<file path="config.mk">
export PLATFORM = sky130hd
export DESIGN_NAME = ps2_host_tx_flat
export DESIGN_NICKNAME = d
export VERILOG_FILES = /design/src/rtl/ps2_host_tx_if.sv /design/src/rtl/ps2_host_tx.sv /design/src/flat_wrapper.sv
export SDC_FILE = /design/constraint.sdc
export NUM_CORES = 1
export LEC_CHECK = 0
export ABC_AREA = 1
export BUFFER_PORTS_ARGS = -buffer_cell sky130_fd_sc_hd__buf_2
export CORE_MARGIN = 4
export CORE_UTILIZATION = 50
export CTS_CLUSTER_DIAMETER = 50
export DETAILED_ROUTE_END_ITERATION = 7
export PLACE_DENSITY = 0.74
export SETUP_SLACK_MARGIN = 0.3
export SLEW_MARGIN = 0
export SYNTH_ARGS = -nofsm -noshare
export SYNTH_HDL_FRONTEND = slang
export SYNTH_SLANG_ARGS = --single-unit
</file>
<file path="constraint.sdc">
create_clock -name clk -period 4.3 [get_ports clk]
set_input_delay 0.645 -clock clk [delete_from_list [all_inputs] [get_ports clk]]
set_output_delay 0.645 -clock clk [all_outputs]
set_load 0.1 [all_outputs]
</file>
<file path="src/rtl/ps2_host_tx_if.sv">
// Command handshake between the PS/2 host transmitter and its client logic.
interface ps2_host_tx_if;
    logic [7:0] tx_data;
    logic       tx_valid;
    logic       tx_ready;
    logic       tx_busy;
    logic       tx_done;
    logic       tx_err;

    modport master (
        output tx_data,
        output tx_valid,
        input  tx_ready,
        input  tx_busy,
        input  tx_done,
        input  tx_err
    );

    modport slave (
        input  tx_data,
        input  tx_valid,
        output tx_ready,
        output tx_busy,
        output tx_done,
        output tx_err
    );
endinterface

</file>
<file path="src/rtl/ps2_host_tx.sv">
// Host-to-device PS/2 transmitter: request-to-send, 8 data bits LSB first,
// odd parity and stop on device clock falls, then device ACK check.
module ps2_host_tx #(
    parameter int unsigned INHIBIT_CYCLES = 5000,
    parameter int unsigned TIMEOUT_CYCLES = 100000
) (
    input  logic           clk,
    input  logic           clrn,
    input  logic           ps2_clk,
    input  logic           ps2_data,
    output logic           ps2_clk_oe,
    output logic           ps2_data_oe,
    ps2_host_tx_if.slave   tx
);

    localparam int unsigned TMAX = (TIMEOUT_CYCLES > INHIBIT_CYCLES) ? TIMEOUT_CYCLES : INHIBIT_CYCLES;
    localparam int unsigned TW   = $clog2(TMAX + 1);
    localparam int unsigned BW   = 4;

    typedef enum logic [2:0] {
        IDLE,
        INHIBIT,
        START,
        SEND,
        ACK,
        WAIT_IDLE
    } state_e;

    state_e        state_q, state_d;
    logic [2:0]    clk_sync_q, data_sync_q;
    logic [9:0]    shift_q, shift_d;
    logic [BW-1:0] bitcnt_q, bitcnt_d;
    logic [TW-1:0] timer_q, timer_d;
    logic          ack_ok_q, ack_ok_d;
    logic          clk_oe_q, clk_oe_d;
    logic          data_oe_q, data_oe_d;
    logic          ready_q, ready_d;
    logic          busy_q, busy_d;
    logic          done_q, done_d;
    logic          err_q, err_d;

    logic          fall_c;
    logic          data_s_c;
    logic          bus_idle_c;
    logic          timeout_c;

    // Three-stage synchronizers for the asynchronous PS/2 lines.
    always_ff @(posedge clk or negedge clrn) begin
        if (!clrn) begin
            clk_sync_q  <= 3'b111;
            data_sync_q <= 3'b111;
        end else begin
            clk_sync_q  <= {clk_sync_q[1:0], ps2_clk};
            data_sync_q <= {data_sync_q[1:0], ps2_data};
        end
    end

    assign fall_c     = clk_sync_q[2] & ~clk_sync_q[1];
    assign data_s_c   = data_sync_q[2];
    assign bus_idle_c = clk_sync_q[1] & data_s_c;
    assign timeout_c  = (timer_q == TW'(TIMEOUT_CYCLES - 1));

    // State and registered-output flops.
    always_ff @(posedge clk or negedge clrn) begin
        if (!clrn) begin
            state_q   <= IDLE;
            shift_q   <= '0;
            bitcnt_q  <= '0;
            timer_q   <= '0;
            ack_ok_q  <= 1'b0;
            clk_oe_q  <= 1'b0;
            data_oe_q <= 1'b0;
            ready_q   <= 1'b1;
            busy_q    <= 1'b0;
            done_q    <= 1'b0;
            err_q     <= 1'b0;
        end else begin
            state_q   <= state_d;
            shift_q   <= shift_d;
            bitcnt_q  <= bitcnt_d;
            timer_q   <= timer_d;
            ack_ok_q  <= ack_ok_d;
            clk_oe_q  <= clk_oe_d;
            data_oe_q <= data_oe_d;
            ready_q   <= ready_d;
            busy_q    <= busy_d;
            done_q    <= done_d;
            err_q     <= err_d;
        end
    end

    // Next-state and next-output logic for the frame sequencer.
    always_comb begin
        state_d   = state_q;
        shift_d   = shift_q;
        bitcnt_d  = bitcnt_q;
        timer_d   = timer_q;
        ack_ok_d  = ack_ok_q;
        clk_oe_d  = clk_oe_q;
        data_oe_d = data_oe_q;
        done_d    = 1'b0;
        err_d     = 1'b0;

        case (state_q)
            IDLE: begin
                clk_oe_d  = 1'b0;
                data_oe_d = 1'b0;
                if (tx.tx_valid) begin
                    shift_d  = {1'b1, ~^tx.tx_data, tx.tx_data};
                    bitcnt_d = '0;
                    timer_d  = '0;
                    clk_oe_d = 1'b1;
                    state_d  = INHIBIT;
                end
            end
            INHIBIT: begin
                if (timer_q == TW'(INHIBIT_CYCLES - 1)) begin
                    data_oe_d = 1'b1;
                    timer_d   = '0;
                    state_d   = START;
                end else begin
                    timer_d = timer_q + TW'(1);
                end
            end
            START: begin
                clk_oe_d  = 1'b0;
                data_oe_d = 1'b1;
                bitcnt_d  = '0;
                timer_d   = '0;
                state_d   = SEND;
            end
            SEND: begin
                if (fall_c) begin
                    data_oe_d = ~shift_q[bitcnt_q];
                    bitcnt_d  = bitcnt_q + BW'(1);
                    timer_d   = '0;
                    if (bitcnt_q == BW'(9)) begin
                        state_d = ACK;
                    end
                end else if (timeout_c) begin
                    clk_oe_d  = 1'b0;
                    data_oe_d = 1'b0;
                    timer_d   = '0;
                    err_d     = 1'b1;
                    state_d   = IDLE;
                end else begin
                    timer_d = timer_q + TW'(1);
                end
            end
            ACK: begin
                clk_oe_d  = 1'b0;
                data_oe_d = 1'b0;
                if (fall_c) begin
                    ack_ok_d = ~data_s_c;
                    timer_d  = '0;
                    state_d  = WAIT_IDLE;
                end else if (timeout_c) begin
                    timer_d = '0;
                    err_d   = 1'b1;
                    state_d = IDLE;
                end else begin
                    timer_d = timer_q + TW'(1);
                end
            end
            WAIT_IDLE: begin
                clk_oe_d  = 1'b0;
                data_oe_d = 1'b0;
                if (bus_idle_c) begin
                    timer_d = '0;
                    done_d  = ack_ok_q;
                    err_d   = ~ack_ok_q;
                    state_d = IDLE;
                end else if (timeout_c) begin
                    timer_d = '0;
                    err_d   = 1'b1;
                    state_d = IDLE;
                end else begin
                    timer_d = timer_q + TW'(1);
                end
            end
            default: begin
                clk_oe_d  = 1'b0;
                data_oe_d = 1'b0;
                timer_d   = '0;
                state_d   = IDLE;
            end
        endcase

        ready_d = (state_d == IDLE);
        busy_d  = (state_d != IDLE);
    end

    assign ps2_clk_oe  = clk_oe_q;
    assign ps2_data_oe = data_oe_q;
    assign tx.tx_ready = ready_q;
    assign tx.tx_busy  = busy_q;
    assign tx.tx_done  = done_q;
    assign tx.tx_err   = err_q;

endmodule

</file>
<file path="src/flat_wrapper.sv">
// flat-port wrapper written by rule: the top's interface ports become plain ports
module ps2_host_tx_flat 
#(
    parameter int unsigned INHIBIT_CYCLES = 5000,
    parameter int unsigned TIMEOUT_CYCLES = 100000
)
  (clk, clrn, ps2_clk, ps2_data, ps2_clk_oe, ps2_data_oe, tx_tx_data, tx_tx_valid, tx_tx_ready, tx_tx_busy, tx_tx_done, tx_tx_err);
  ps2_host_tx_if tx_i ();
  input  logic clk;
  input  logic clrn;
  input  logic ps2_clk;
  input  logic ps2_data;
  output logic ps2_clk_oe;
  output logic ps2_data_oe;
  input wire logic [$bits(tx_i.tx_data)-1:0] tx_tx_data;
  input wire logic [$bits(tx_i.tx_valid)-1:0] tx_tx_valid;
  output wire logic [$bits(tx_i.tx_ready)-1:0] tx_tx_ready;
  output wire logic [$bits(tx_i.tx_busy)-1:0] tx_tx_busy;
  output wire logic [$bits(tx_i.tx_done)-1:0] tx_tx_done;
  output wire logic [$bits(tx_i.tx_err)-1:0] tx_tx_err;
  assign tx_i.tx_data = tx_tx_data;
  assign tx_i.tx_valid = tx_tx_valid;
  assign tx_tx_ready = tx_i.tx_ready;
  assign tx_tx_busy = tx_i.tx_busy;
  assign tx_tx_done = tx_i.tx_done;
  assign tx_tx_err = tx_i.tx_err;
  ps2_host_tx #(.INHIBIT_CYCLES(INHIBIT_CYCLES), .TIMEOUT_CYCLES(TIMEOUT_CYCLES)) u_core (.clk(clk), .clrn(clrn), .ps2_clk(ps2_clk), .ps2_data(ps2_data), .ps2_clk_oe(ps2_clk_oe), .ps2_data_oe(ps2_data_oe), .tx(tx_i));
endmodule
</file>
==> impl_metrics.py <==
metrics = {
    "layout": {
        "layout.nets": 389,
        "multi_input_area_mm2": 0.00124,
        "final_common_cell": "nand2_1",
        "layout.cells.non_filler": 444,
        "fillers": 508,
        "final_layout_size_suffix_gt1_frac": 0.163,
        "post-route-util": 0.571,
        "syn_to_final_growth_pct": 10.0,
        "ff_latch_area_mm2": 0.00118,
        "diodes": 0,
        "final_cell_mix": "86 x nand2_1, 50 x inv_1, 40 x dfrtp_1",
    },
    "cts": {
        "clk_latency_ns": 0.30,
        "cts_sinks": 47,
        "cts-resized-gates": 0,
        "cts_tree": "done",
        "root_buffer": "clkbuf_8",
        "cts_buffer_depth": 2,
        "path_clk_slew_ns": 0.09,
        "cts.hold.buffers_added": 0,
        "htreeDepth": 2,
        "cts_buffers": 5,
        "post_cts_buffers": 0,
    },
    "pwr": {
        "vdd_drop_max_v": 0.000161,
        "total_power_uw": 845,
        "p_leak_uw": 0.00150,
        "p_per_area_mw_per_mm2": 288,
    },
    "sta": {
        "slew_viol_final": 0,
        "fin_skew_ns": 0.00488,
        "max_slew_margin": 0.337,
        "finalCritPeriodShare": 0.486,
        "fin_tns_setup_ns": 0,
        "fmax_mhz": 478,
        "setup_viol": 0,
        "hold_viol": 0,
        "hold_ws_ns": 0.356,
        "fin_crit_ns": 2.09,
        "tightest_slew_ns": 0.994,
        "rsz0062_at_grt": "false",
    },
    "placed_design": {
        "numPortBuffers": 18,
        "dp.cells": 436,
        "gp_routability_congestion": 1.02,
        "dpl.hpwl_mm": 4.20,
    },
    "critical_path": {
        "crit_fanout": 11,
        "crit_type": "reg -> reg",
        "crit_arrival_ns": 2.29,
        "crit_path_start_kind": "flip-flop",
        "cp.required_ns": 4.50,
        "cp-end-kind": "flip-flop",
    },
    "route": {
        "via_count": 2312,
        "routed_wl_mm": 5.57,
        "wire_per_inst_um": 12.5,
        "dr.first_iter.drc_count": 213,
        "detail_route.first_pass.iterations": 6,
        "drc": 0,
        "drtAntennaViolNets": 0,
        "avgViaCountPerCell": 5.21,
    },
    "grt": {
        "grt_usage": 0.195,
        "grt_pass1_vias": 2267,
        "overflow": 0,
        "grt_max_degree": 48,
        "grt_pass1_wl_mm": 10.0,
        "antenna_found_initial": 0,
    },
    "yosys": {
        "ys.flop_type": "dfrtp_1",
        "syn_avg_cell_area_um2": 7.57,
        "postSynth.asyncResetShare": 1.00,
        "synth_cells": 352,
        "synth_cell_type_count": 33,
        "ys_seq_area_frac": 0.444,
        "ys_seq_elements": 47,
        "synth_edf_count": 0,
        "synth.cell_area_mm2": 0.00267,
        "yosysWarnings": 0,
        "syn-num-nets": 368,
    },
    "min_path": {
        "min_path_type": "reg -> reg",
    },
    "job": {
        "maxCapViolCount": 0,
    },
    "floorplan": {
        "start_util": 0.519,
        "dieArea_mm2": 0.00657,
        "die_w_um": 81.0,
        "num_rows": 26,
        "core_area_mm2": 0.00514,
        "io_pins": 19,
        "fp.dieH_um": 81.0,
    },
    "run_status": {
        "status": "finished, final reports clean",
    },
}
[cell usage after synthesis, types with 3 or more instances]
library cell / n / area (um2)
a21oi_1: 14 / 70.1
dfrtp_1: 40 / 1000
dfstp_2: 7 / 184
ha_1: 3 / 37.5
inv_1: 50 / 188
inv_2: 4 / 15.0
nand2_1: 86 / 323
nand2_2: 7 / 43.8
nand3_1: 29 / 145
nand3_2: 5 / 50.1
nand4_1: 8 / 50.1
nor2_1: 36 / 135
nor2_2: 6 / 37.5
nor3_1: 11 / 55.1
o21ai_0: 14 / 70.1
xnor2_1: 7 / 61.3
xor2_1: 4 / 35.0
[cell type report]
class / instances / share of cell area
multi-input combinational: 246 / 0.421
sequential: 47 / 0.404
inverter: 55 / 0.0729
timing repair buffer: 18 / 0.0307
tap: 70 / 0.0299
clock buffer: 6 / 0.0281
clock inverter: 2 / 0.0132
[registers in the layout, summed over array words and instances, names as in the netlist]
| signal | cells |
|---|---|
| u_core.tx.tx_ready | 1 |
| u_core.data_sync_q | 3 |
| u_core.ps2_clk_oe | 1 |
| u_core.shift_q | 10 |
| u_core.tx.tx_busy | 1 |
| u_core.state_q | 3 |
| u_core.tx.tx_done | 1 |
| u_core.timer_q | 17 |
| u_core.clk_sync_q | 3 |
| u_core.ack_ok_q | 1 |
| u_core.ps2_data_oe | 1 |
| u_core.tx.tx_err | 1 |
| u_core.bitcnt_q | 4 |
[cell families after synthesis]
family          synth area share
compound gates            0.0727
xor+xnor                  0.0361
fa+ha+maj                 0.0141
buf+inv                   0.0920
flops                      0.444
simple gates               0.341
[worst max-delay path, stage by stage (launching register included)]
cell and delay (ns):
dfstp_2 0.53, inv_1 0.03, nor2_1 0.23, inv_1 0.15, nand2_1 0.12, nand2_2 0.05, nand2_2 0.08, nand2_2 0.07
nor2_2 0.51, or2_1 0.18, inv_1 0.03
[power by group]
part	switching, uW	total [uW]	internal (uW)
combinational	23.4	39.3	15.9
clock	155	346	191
sequential	5.14	459	454
[worst paths after layout]
path | startpoint | to | slack (ns) | cells after the start
max | u_core.clk_sync_q[2]$_DFF_PN1_ | u_core.timer_q[5]$_DFFE_PN0P_ | 2.21 | 10
min | u_core.data_sync_q[1]$_DFF_PN1_ | u_core.data_sync_q[2]$_DFF_PN1_ | 0.36 | 0
max reg2reg | u_core.clk_sync_q[2]$_DFF_PN1_ | u_core.timer_q[5]$_DFFE_PN0P_ | 2.21 | 10
min reg2reg | u_core.data_sync_q[1]$_DFF_PN1_ | u_core.data_sync_q[2]$_DFF_PN1_ | 0.36 | 0
max in group asynchronous | clrn | u_core.timer_q[3]$_DFFE_PN0P_ | 3.18 | 1
min in group asynchronous | clrn | u_core.timer_q[15]$_DFFE_PN0P_ | 0.48 | 1
[metrics by stage]
| step | worst slack, ns | area (um2) |
|---|---|---|
| 3_5_place_dp | 2.22 | 2810 |
| 4_1_cts | 2.20 | 2930 |
| 6_report | 2.21 | 2930 |
| 2_1_floorplan | 2.71 | 2670 |
| 5_1_grt | 1.96 | 2930 |
| 3_3_place_gp | 2.28 | 2810 |
[layer usage]
metal | up-vias | GRT usage | wire (um)
met1 | 1051 | 0.259 | 2620
met2 | 91 | 0.312 | 2460
li1 | 1156 | - | -
met4 | 0 | 0.0861 | 131
met5 | - | 0 | 0
met3 | 14 | 0.0333 | 359
No activity file was read; power rests on OpenSTA's default activity.
